<file path="src/rtl/cpu_mem_pkg.sv">
// Shared definitions for the unified instruction/data memory arbiter.
// Provides the in-flight owner encoding, default widths and address helpers.
package cpu_mem_pkg;

  localparam int MEM_ADDR_W = 32;
  localparam int MEM_DATA_W = 32;
  localparam int MEM_DEPTH  = 64;

  // Owner of the access currently in flight (issued last cycle).
  typedef enum logic [1:0] {
    IDLE   = 2'd0,
    INF_IF = 2'd1,
    INF_D  = 2'd2
  } owner_e;

  // Byte address to word address; callers truncate to their index width,
  // which makes the index wrap modulo the memory depth.
  function automatic logic [MEM_ADDR_W-1:0] word_idx(input logic [MEM_ADDR_W-1:0] addr);
    return {2'b00, addr[MEM_ADDR_W-1:2]};
  endfunction

  // Any address not on a word boundary.
  function automatic logic misaligned(input logic [MEM_ADDR_W-1:0] addr);
    return (addr[1:0] != 2'b00);
  endfunction

endpackage

</file>
<file path="src/rtl/rr_fixed_pick.sv">
// Two-requester fixed-priority picker with per-requester masks.
// Ports:
//   req_if / req_d   : raw requests
//   mask_if / mask_d : 1 removes that requester from this cycle's pick
//   gnt_if / gnt_d   : one-hot (or zero) grant
// DATA_PRIO=1 lets the data port win a conflict, 0 lets fetch win.
module rr_fixed_pick #(
  parameter bit DATA_PRIO = 1'b1
) (
  input  logic req_if,
  input  logic req_d,
  input  logic mask_if,
  input  logic mask_d,
  output logic gnt_if,
  output logic gnt_d
);

  logic cand_if_s;
  logic cand_d_s;

  // Grant selection among unmasked requesters.
  always_comb begin
    cand_if_s = req_if & ~mask_if;
    cand_d_s  = req_d & ~mask_d;
    if (cand_if_s && cand_d_s) begin
      gnt_d  = DATA_PRIO;
      gnt_if = ~DATA_PRIO;
    end else begin
      gnt_d  = cand_d_s;
      gnt_if = cand_if_s;
    end
  end

endmodule

</file>
<file path="src/rtl/unified_mem_arbiter.sv">
// Shares one single-port, synchronous-read, word-addressed memory between
// instruction fetch and the data (lw/sw) port.
// Ports:
//   clk, reset                      : clock, synchronous active-high reset
//   if_req/if_addr                  : fetch request, held until if_valid
//   if_rdata/if_valid/if_err        : fetch response (one-cycle pulse)
//   if_stall                        : fetch stall to pipeline control
//   d_req/d_we/d_addr/d_wdata       : data request, held until d_valid
//   d_rdata/d_valid/d_err           : data response (one-cycle pulse)
//   d_stall                         : data stall to pipeline control
//   mem_en/mem_we/mem_idx/mem_wdata : memory command, combinational from grant
//   mem_rdata                       : memory read data, valid cycle after mem_en
module unified_mem_arbiter
  import cpu_mem_pkg::*;
#(
  parameter int ADDR_W    = MEM_ADDR_W,
  parameter int DATA_W    = MEM_DATA_W,
  parameter int DEPTH     = MEM_DEPTH,
  parameter bit DATA_PRIO = 1'b1,
  localparam int IDX_W    = $clog2(DEPTH)
) (
  input  logic              clk,
  input  logic              reset,
  input  logic              if_req,
  input  logic [ADDR_W-1:0] if_addr,
  output logic [DATA_W-1:0] if_rdata,
  output logic              if_valid,
  output logic              if_err,
  output logic              if_stall,
  input  logic              d_req,
  input  logic              d_we,
  input  logic [ADDR_W-1:0] d_addr,
  input  logic [DATA_W-1:0] d_wdata,
  output logic [DATA_W-1:0] d_rdata,
  output logic              d_valid,
  output logic              d_err,
  output logic              d_stall,
  output logic              mem_en,
  output logic              mem_we,
  output logic [IDX_W-1:0]  mem_idx,
  output logic [DATA_W-1:0] mem_wdata,
  input  logic [DATA_W-1:0] mem_rdata
);

  owner_e            state_r;
  owner_e            state_next_s;
  logic              err_r;
  logic              we_r;
  logic [DATA_W-1:0] if_rdata_r;
  logic [DATA_W-1:0] d_rdata_r;
  logic              gnt_if_s;
  logic              gnt_d_s;
  logic              gnt_any_s;
  logic              sel_mis_s;
  logic [ADDR_W-1:0] sel_addr_s;
  logic              resp_if_s;
  logic              resp_d_s;

  // A port in its response cycle still presents the old request, so it is
  // masked; reset blocks all grants so nothing (e.g. a store) reaches memory.
  rr_fixed_pick #(
    .DATA_PRIO(DATA_PRIO)
  ) u_pick (
    .req_if (if_req & ~reset),
    .req_d  (d_req & ~reset),
    .mask_if(state_r == INF_IF),
    .mask_d (state_r == INF_D),
    .gnt_if (gnt_if_s),
    .gnt_d  (gnt_d_s)
  );

  // Owner state plus the attributes of the in-flight access.
  always_ff @(posedge clk) begin
    if (reset) begin
      state_r <= IDLE;
      err_r   <= 1'b0;
      we_r    <= 1'b0;
    end else begin
      state_r <= state_next_s;
      err_r   <= sel_mis_s;
      we_r    <= gnt_d_s & d_we;
    end
  end

  // Next owner: whoever was granted this cycle, otherwise idle.
  always_comb begin
    state_next_s = IDLE;
    if (gnt_d_s) begin
      state_next_s = INF_D;
    end else if (gnt_if_s) begin
      state_next_s = INF_IF;
    end else begin
      state_next_s = IDLE;
    end
  end

  // Held copies of the last read data per port; stores and errors keep them.
  always_ff @(posedge clk) begin
    if (reset) begin
      if_rdata_r <= '0;
      d_rdata_r  <= '0;
    end else begin
      if (resp_if_s && !err_r) begin
        if_rdata_r <= mem_rdata;
      end
      if (resp_d_s && !err_r && !we_r) begin
        d_rdata_r <= mem_rdata;
      end
    end
  end

  // Memory command, responses and stalls.
  always_comb begin
    gnt_any_s  = gnt_if_s | gnt_d_s;
    sel_addr_s = gnt_d_s ? d_addr : if_addr;
    // A misaligned grant is consumed but never touches memory.
    sel_mis_s  = gnt_any_s & misaligned(sel_addr_s);
    mem_en     = gnt_any_s & ~sel_mis_s;
    mem_we     = gnt_d_s & d_we & ~sel_mis_s;
    mem_idx    = IDX_W'(word_idx(sel_addr_s));
    mem_wdata  = d_wdata;

    // Reset in a response cycle cancels the pulse.
    resp_if_s  = (state_r == INF_IF) & ~reset;
    resp_d_s   = (state_r == INF_D) & ~reset;
    if_valid   = resp_if_s;
    d_valid    = resp_d_s;
    if_err     = resp_if_s & err_r;
    d_err      = resp_d_s & err_r;
    if_rdata   = (resp_if_s && !err_r) ? mem_rdata : if_rdata_r;
    d_rdata    = (resp_d_s && !err_r && !we_r) ? mem_rdata : d_rdata_r;
    if_stall   = if_req & ~if_valid;
    d_stall    = d_req & ~d_valid;
  end

endmodule

</file>
<file path="config.mk">
export PLATFORM = sky130hd
export DESIGN_NAME = unified_mem_arbiter
export DESIGN_NICKNAME = d
export VERILOG_FILES = /design/src/rtl/cpu_mem_pkg.sv /design/src/rtl/rr_fixed_pick.sv /design/src/rtl/unified_mem_arbiter.sv
export SDC_FILE = /design/constraint.sdc
export NUM_CORES = 1
export LEC_CHECK = 0
export CAP_MARGIN = 0
export CORE_ASPECT_RATIO = 2
export CORE_MARGIN = 5
export CORE_UTILIZATION = 37
export DETAILED_ROUTE_END_ITERATION = 16
export GPL_ROUTABILITY_DRIVEN = 0
export PLACE_DENSITY = 0.83
export RECOVER_POWER = 100
export SLEW_MARGIN = 30
export SYNTH_ARGS = -nofsm -noshare
export SYNTH_HDL_FRONTEND = slang
export SYNTH_SLANG_ARGS = --single-unit
</file>
<file path="constraint.sdc">
create_clock -name clk -period 6.32 [get_ports clk]
set_clock_uncertainty 0.2 [all_clocks]
set_input_delay 1.264 -clock clk [delete_from_list [all_inputs] [get_ports clk]]
set_output_delay 1.264 -clock clk [all_outputs]
set_load 0.005 [all_outputs]
</file>
=== Yosys cells after proc, flatten, opt, wreduce, memory -nomap -nowiden ===
Cells that the tools add are included.
W data, S select, Z words.

* Flip-flop bits (word level): 68
* Bits of input ports: 133
* Output and inout bits: 110
* Logic and storage cells: 44

* Equality and inequality tests: 2
* Mux-type cells: 7
* Bitwise gates (word level): 21
* Reductions and logical operators: 8

{| class="wikitable"
|+ Operators by type and width
! cell !! number
|-
| $mux W32 || 2
|-
| $and A1 B1 Y1 || 14
|-
| $mux W8 || 1
|-
| $not A1 Y1 || 6
|-
| $logic_and A1 B1 Y1 || 4
|-
| $mux W1 || 3
|-
| $eq A2 B1 Y1 const B || 1
|-
| $eq A2 B2 Y1 const B || 1
|-
| $logic_not A1 Y1 || 2
|-
| $mux W2 || 1
|-
| $reduce_bool A2 Y1 || 1
|-
| $reduce_or A2 Y1 || 1
|-
| $or A1 B1 Y1 || 1
|}

=== Logic depth before layout (Yosys ltp) ===
Gate-level depths: netlist of run 1.

* Depth after elaboration: 10
* Gate-level depth with buffers: 6
* Mapped depth without buffers: 4

=== By module ===
From an unflattened synthesis of run 1, not the netlist that was laid out.

* Cells, all modules: 351
* Area, all modules: 3424.5 sq um

{| class="wikitable"
|+ By module, submodules not included
! module !! times used !! cells each !! area an instance (sq um) !! sequential area each (sq um)
|-
| unified_mem_arbiter || 1 || 349 || 3398.3 || 1361.3
|-
| rr_fixed_pick || 1 || 2 || 26.3 || 0.0
|}

=== Worst setup path before layout of run 1 ===
OpenSTA, ideal clock, no wires.

* Path kind: in2out
* Start: in reset
* End: out d_rdata[30]
* Data arrival time: 2.394 ns
* Required time: 4.856 ns
* Setup slack: 2.462 ns
* Stages on the path: 5
* Buffers on the path: 2
* Cell sequence: buf_6 > nor4b_4 > and2_1 > buf_2 > mux2_1

* Word-level cells in the longest chain between the ends: 5

{| class="wikitable"
|+ Ends and longest elaborated chain
! item !! line !! source
|-
| start: declaration || unified_mem_arbiter.sv:23 || <nowiki>input logic reset,</nowiki>
|-
| $not A1 Y1 || unified_mem_arbiter.sv:125 || <nowiki>resp_d_s = (state_r == INF_D) & ~reset;</nowiki>
|-
| $and A1 B1 Y1 || unified_mem_arbiter.sv:125 ||
|-
| $logic_and A1 B1 Y1 (2 in a row) || unified_mem_arbiter.sv:131 || <nowiki>d_rdata = (resp_d_s && !err_r && !we_r) ? mem_rdata : d_rdata_r;</nowiki>
|-
| $mux W32 || -- ||
|-
| end: declaration || unified_mem_arbiter.sv:34 || <nowiki>output logic [DATA_W-1:0] d_rdata,</nowiki>
|}

Every way passes these cells.

=== Final worst setup path of run 1 ===
* Start: in reset
* End: out d_rdata[28]

The elaborated chain is that of the path after synthesis.

==> impl_metrics.env, run 1 <==
export IMPL_vias_per_cell=5.10
export IMPL_via_count_of_the_first_global_routing_pass=3012
export IMPL_grt_usage=0.164
export IMPL_path_cells="buf_2 -> nor4b_1 -> and2_2 -> buf_4 -> o21ai_0 -> dlygate4sd3_1"
export IMPL_finalSetupViolations=0
export IMPL_drc=0
export IMPL_cts_hold_buffers_added=0
export IMPL_p_seq_frac=0.392
export IMPL_critical_path_max_stage_delay_ns=0.77
export IMPL_cp_data_required_time_ns=4.86
export IMPL_grt_first_pass_wirelength_um=14500
export IMPL_critPathCaptureType="output pin"
export IMPL_finalHoldViolations=0
export IMPL_most_frequent_cells_in_the_layout="75 x dlygate4sd3_1, 68 x dfxtp_1, 54 x clkdlybuf4s50_1"
export IMPL_synthTopCellsByArea="dfxtp_1 41%, mux2_4 13%, buf_4 7.9%"
export IMPL_global_route_overflow_total=0
export IMPL_final_period_minus_worst_setup_slack_ns=5.36
export IMPL_post_route_cell_area_um2=4650
export IMPL_slew_limit_headroom=0.445
export IMPL_yosys_area_top_type_share=0.408
export IMPL_drt_initial_drc_count=138
export IMPL_reg2reg_depth=4
export IMPL_max_clock_path_buffers=2
export IMPL_tns_ns=0
export IMPL_postSynthRegisterBits=68
export IMPL_postLayoutCoreUtil=0.523
export IMPL_wl_um=9180
export IMPL_mappedNetlistArea_um2=3340
export IMPL_syn_nets=480
export IMPL_die_x_um=77.2
export IMPL_timing_hold_worst_class="reg2reg"
export IMPL_path_max_fanout=49
export IMPL_placement_io_buffers=130
export IMPL_placed_area_um2=4440
export IMPL_startpoint_type="primary input"
export IMPL_place_detailed_hpwl_um=6730
export IMPL_vdd_ir_drop_max_mv=0.186
export IMPL_ys_seq_area_frac=0.408
export IMPL_cellPowerDensity_nw_per_um2=246
export IMPL_cts_buffers=9
export IMPL_p_r_area_growth_vs_syn_pct=39.3
export IMPL_htree_num_levels=3
export IMPL_drtPass1Iterations=4
export IMPL_layout_cells_most_common="dlygate4sd3_1"
export IMPL_ys_types=24
export IMPL_timing_critical_path_slowest_stage_cell="and2_2"
export IMPL_maxSlewViolCount=0
export IMPL_status="completed"
export IMPL_fmaxAchievable_mhz=187
export IMPL_critPathKind="in2out"
export IMPL_vias=2777
export IMPL_worst_setup_hold_path_clk_slew_ns=0.05
export IMPL_ys_warnings_count=0
export IMPL_final_period_utilization=0.848
export IMPL_post_synth_inst_count=347
export IMPL_setup_repair_after_global_routing_missed_its_margin="false"
export IMPL_antenna_cells_inserted=0
export IMPL_die_h_um=144
export IMPL_swShare=0.211
export IMPL_number_of_setup_buffers_added_after_cts=0
export IMPL_antenna_violations_before_repair=0
export IMPL_fraction_of_layout_instances_using_a_drive_strength_above_1=0.0701
export IMPL_netlist_top_cell_by_area="dfxtp_1"
export IMPL_netSwitchingPower_w=0.000242
export IMPL_worstMarginPinSlew_ns=0.832
export IMPL_timing_max_cap_violations=0
export IMPL_power_clock_fraction=0.482
export IMPL_worstPathArrival_ns=3.89
export IMPL_num_nets_final=570
export IMPL_floorplan_die_area_um2=11100
export IMPL_combinationalPowerShare=0.126
export IMPL_core_rowCount=49
export IMPL_coreArea_um2=8890
export IMPL_cts_tree="built"
export IMPL_io_pins=243
export IMPL_holdWs_ns=0.264
export IMPL_post_cts_resized_instances=0
export IMPL_floorplan_initialDensity=0.376
export IMPL_ant_nets=0
export IMPL_grt_start_max_net_pins=50
export IMPL_clock_sinks=68
export IMPL_internal_power_w=0.000903
export IMPL_p_leak_nw=2.04
export IMPL_insertion_delay_ns=0.32
export IMPL_wl_per_cell_um=16.9
export IMPL_postSynthAreaPerCell_um2=9.62
export IMPL_clk_root_buffer_cell="clkbuf_16"
export IMPL_min_path_cells=2
[registers in the layout, indices dropped and copies added, names as in the netlist]
| register | cells |
|---|---|
| d_rdata_r | 32 |
| err_r | 1 |
| if_rdata_r | 32 |
| state_r | 2 |
| we_r | 1 |
[cell type report]
| type | instances | area, um^2 |
|---|---|---|
| Fill cell | 824 | 4240 |
| Sequential cell | 68 | 1360 |
| Multi-Input combinational cell | 188 | 1350 |
| Timing Repair Buffer | 135 | 1350 |
| Clock buffer | 12 | 267 |
| Inverter | 35 | 131 |
| Tap cell | 102 | 128 |
| Clock inverter | 4 | 70.1 |
[cells in the mapped netlist, drive strengths merged]
| master | count |
|---|---|
| o32ai | 1 |
| o2bb2ai | 1 |
| inv | 35 |
| nor2 | 4 |
| nor2b | 2 |
| dfxtp | 68 |
| maj3 | 1 |
| clkbuf | 13 |
| o31ai | 31 |
| nand2 | 2 |
| and3 | 2 |
| mux2 | 39 |
| nand4 | 1 |
| buf | 43 |
| nand3 | 33 |
| and2 | 36 |
| nand2b | 1 |
| nor4b | 2 |
| o21ai | 32 |
[cells by family (layout without fill, tap and decap cells)]
logic type | Yosys count | count (layout) | share of synthesized area
compound gates | 65 | 65 | 0.123
fa+ha+maj | 1 | 1 | 0.00300
buf+inv | 91 | 186 | 0.152
flops | 68 | 68 | 0.408
mux | 39 | 39 | 0.165
simple gates | 83 | 83 | 0.149
[per-layer routing]
layer	track usage	vias up	share of wire
met2	0.301	130	0.54
li1	-	1323	-
met5	0	-	0
met4	0.121	0	0.057
met1	0.155	1283	0.34
met3	0.0405	41	0.067
[stage by stage]
stage | setup WS, ns | power, W | cells
floorplan | 2.46 | 0.000539 | 347
global placement | 1.22 | 0.000618 | 528
detailed placement | 1.20 | 0.000622 | 528
CTS | 1.19 | 0.00118 | 544
global route | 0.701 | 0.00119 | 544
finish | 0.962 | 0.00114 | 544
[path summary, 6_finish.rpt]
path,startpoint,to,slack (ns)
setup / recovery,reset,d_rdata[28],0.96
hold reg to reg,d_rdata_r[0],d_rdata_r[0],0.26
setup reg to reg,state_r[1],d_rdata_r[2],4.02
hold / removal,d_rdata_r[0],d_rdata_r[0],0.26
[power by group through the flow]
stage	clock network, W	logic, W	registers, W
2_1_floorplan	0	0.0000817	0.000457
3_3_place_gp	0	0.000160	0.000458
3_5_place_dp	0	0.000163	0.000459
4_1_cts	0.000566	0.000164	0.000450
5_1_grt	0.000579	0.000157	0.000450
6_report	0.000552	0.000144	0.000449
[critical path: cells and delay by family]
family	cells	cell delay (ns)
AO/OA/AOI/OAI	1	0.11
buffers and inverters	3	1.26
AND/OR/NAND/NOR	2	1.25
(Power assumes the default switching activity.)
==> inputs of run 2 (changes only) <==
--- a/config.mk
+++ b/config.mk
@@ -8,10 +8,10 @@
 export CAP_MARGIN = 0
 export CORE_ASPECT_RATIO = 2
 export CORE_MARGIN = 5
-export CORE_UTILIZATION = 37
+export CORE_UTILIZATION = 35
 export DETAILED_ROUTE_END_ITERATION = 16
 export GPL_ROUTABILITY_DRIVEN = 0
-export PLACE_DENSITY = 0.83
+export PLACE_DENSITY = 0.79
 export RECOVER_POWER = 100
 export SLEW_MARGIN = 30
 export SYNTH_ARGS = -nofsm -noshare
==> constraint.sdc (replaced) <==
create_clock -name clk -period 5.5 [get_ports clk]
set_clock_uncertainty 0.2 [all_clocks]
set_input_delay 1.1 -clock clk [delete_from_list [all_inputs] [get_ports clk]]
set_output_delay 1.1 -clock clk [all_outputs]
set_load 0.005 [all_outputs]
==> impl_metrics.env, run 2 (same netlist as run 1, synthesis figures left out) <==
export IMPL_vias=2775
export IMPL_drc=0
export IMPL_vdd_ir_drop_max_mv=0.190
export IMPL_clk_root_buffer_cell="clkbuf_16"
export IMPL_worstMarginPinSlew_ns=0.748
export IMPL_floorplan_initialDensity=0.356
export IMPL_finalHoldViolations=0
export IMPL_insertion_delay_ns=0.32
export IMPL_placement_io_buffers=130
export IMPL_slew_limit_headroom=0.501
export IMPL_wl_per_cell_um=17.0
export IMPL_antenna_violations_before_repair=0
export IMPL_grt_usage=0.165
export IMPL_via_count_of_the_first_global_routing_pass=3015
export IMPL_grt_start_max_net_pins=38
export IMPL_pre_cts_ws_ns=0.920
export IMPL_holdWs_ns=0.263
export IMPL_final_period_utilization=0.883
export IMPL_swShare=0.203
export IMPL_netSwitchingPower_w=0.000273
export IMPL_most_frequent_cells_in_the_layout="68 x dfxtp_1, 67 x clkdlybuf4s50_1, 62 x dlygate4sd3_1"
export IMPL_maxSlewViolCount=0
export IMPL_cts_hold_buffers_added=0
export IMPL_path_cells="buf_2 -> nor4b_1 -> and2_0 -> buf_4 -> o21ai_0 -> dlygate4sd3_1"
export IMPL_wl_um=9340
export IMPL_place_detailed_hpwl_um=6880
export IMPL_final_period_minus_worst_setup_slack_ns=4.85
export IMPL_max_clock_path_buffers=2
export IMPL_drt_initial_drc_count=81
export IMPL_timing_max_cap_violations=0
export IMPL_path_max_fanout=35
export IMPL_drtPass1Iterations=4
export IMPL_ant_nets=0
export IMPL_status="completed"
export IMPL_power_clock_fraction=0.492
export IMPL_p_r_area_growth_vs_syn_pct=39.4
export IMPL_cts_tree="built"
export IMPL_htree_num_levels=3
export IMPL_critical_path_max_stage_delay_ns=0.60
export IMPL_final_setup_worst_slack_ns=0.646
export IMPL_cts_buffers=9
export IMPL_die_h_um=148
export IMPL_number_of_setup_buffers_added_after_cts=0
export IMPL_p_leak_nw=2.01
export IMPL_grt_first_pass_wirelength_um=14900
export IMPL_startpoint_type="primary input"
export IMPL_worst_setup_hold_path_clk_slew_ns=0.05
export IMPL_timing_critical_path_slowest_stage_cell="and2_0"
export IMPL_clock_sinks=68
export IMPL_critPathCaptureType="output pin"
export IMPL_multiInputGateArea_um2=1330
export IMPL_antenna_cells_inserted=0
export IMPL_num_nets_final=572
export IMPL_vias_per_cell=5.06
export IMPL_core_rowCount=50
export IMPL_floorplan_die_area_um2=11700
export IMPL_fraction_of_layout_instances_using_a_drive_strength_above_1=0.0653
export IMPL_global_route_overflow_total=0
export IMPL_finalSetupViolations=0
export IMPL_internal_power_w=0.00107
export IMPL_die_x_um=79.1
export IMPL_sequential_cell_area_um2=1360
export IMPL_critPathKind="in2out"
export IMPL_cellPowerDensity_nw_per_um2=289
export IMPL_worstPathArrival_ns=3.55
export IMPL_fillers=894
export IMPL_timing_hold_worst_class="reg2reg"
export IMPL_setup_repair_after_global_routing_missed_its_margin="false"
export IMPL_coreArea_um2=9380
export IMPL_io_pins=243
export IMPL_fmaxAchievable_mhz=206
export IMPL_tns_ns=0
export IMPL_post_cts_resized_instances=0
export IMPL_combinationalPowerShare=0.126
export IMPL_p_seq_frac=0.383
export IMPL_cp_data_required_time_ns=4.20
export IMPL_layout_cells_most_common="dfxtp_1"
export IMPL_top_regs="d_rdata_r: 32 flops, if_rdata_r: 32 flops, state_r: 2 flops"
[run 2: per-layer routing]
metal  wire [um]  vias up  track usage
li1            -     1337            -
met1        3320     1291        0.162
met2        5080      108        0.305
met3         567       39       0.0358
met4         374        0       0.0990
met5           0        -            0
[run 2: final timing paths]
| kind | startpoint | endpoint | slack, ns | depth (start not counted) |
|---|---|---|---|---|
| hold reg to reg | d_rdata_r[16] | d_rdata_r[16] | 0.26 | 2 |
| hold / removal | d_rdata_r[16] | d_rdata_r[16] | 0.26 | 2 |
| setup / recovery | reset | d_rdata[17] | 0.65 | 6 |
| setup reg to reg | we_r | d_rdata_r[8] | 3.09 | 5 |
[run 2: cell type report]
cell class / instances / share of cell area
Sequential cell: 68 / 0.292
Timing Repair Buffer: 137 / 0.290
Multi-Input combinational cell: 188 / 0.286
Clock buffer: 12 / 0.0551
Inverter: 35 / 0.0282
Tap cell: 104 / 0.0280
Clock inverter: 4 / 0.0204
[run 2: stage by stage]
stage / cell area [um^2] / util / power, W / instances
2_1_floorplan: 3340 / - / 0.000619 / 347
3_3_place_gp: 4440 / 0.473 / 0.000713 / 532
5_1_grt: 4650 / 0.496 / 0.00140 / 548
4_1_cts: 4790 / 0.511 / 0.00139 / 548
3_5_place_dp: 4440 / 0.473 / 0.000716 / 532
6_report: 4650 / 0.496 / 0.00135 / 548
[run 2: power by group through the flow]
stage / clock [W] / sequential [W] / combinational (W)
after floorplan: 0 / 0.000525 / 0.0000938
final: 0.000662 / 0.000516 / 0.000169
after CTS: 0.000679 / 0.000517 / 0.000191
after global routing: 0.000700 / 0.000517 / 0.000184
after detailed placement: 0 / 0.000528 / 0.000189
after global placement: 0 / 0.000527 / 0.000186
[run 2: worst max-delay path: cells and delay by family]
kind                   cells  cell delay, ns
buffers and inverters      3            1.27
and+or+nand+nor            2            1.07
AOI/OAI and AO/OA          1            0.11
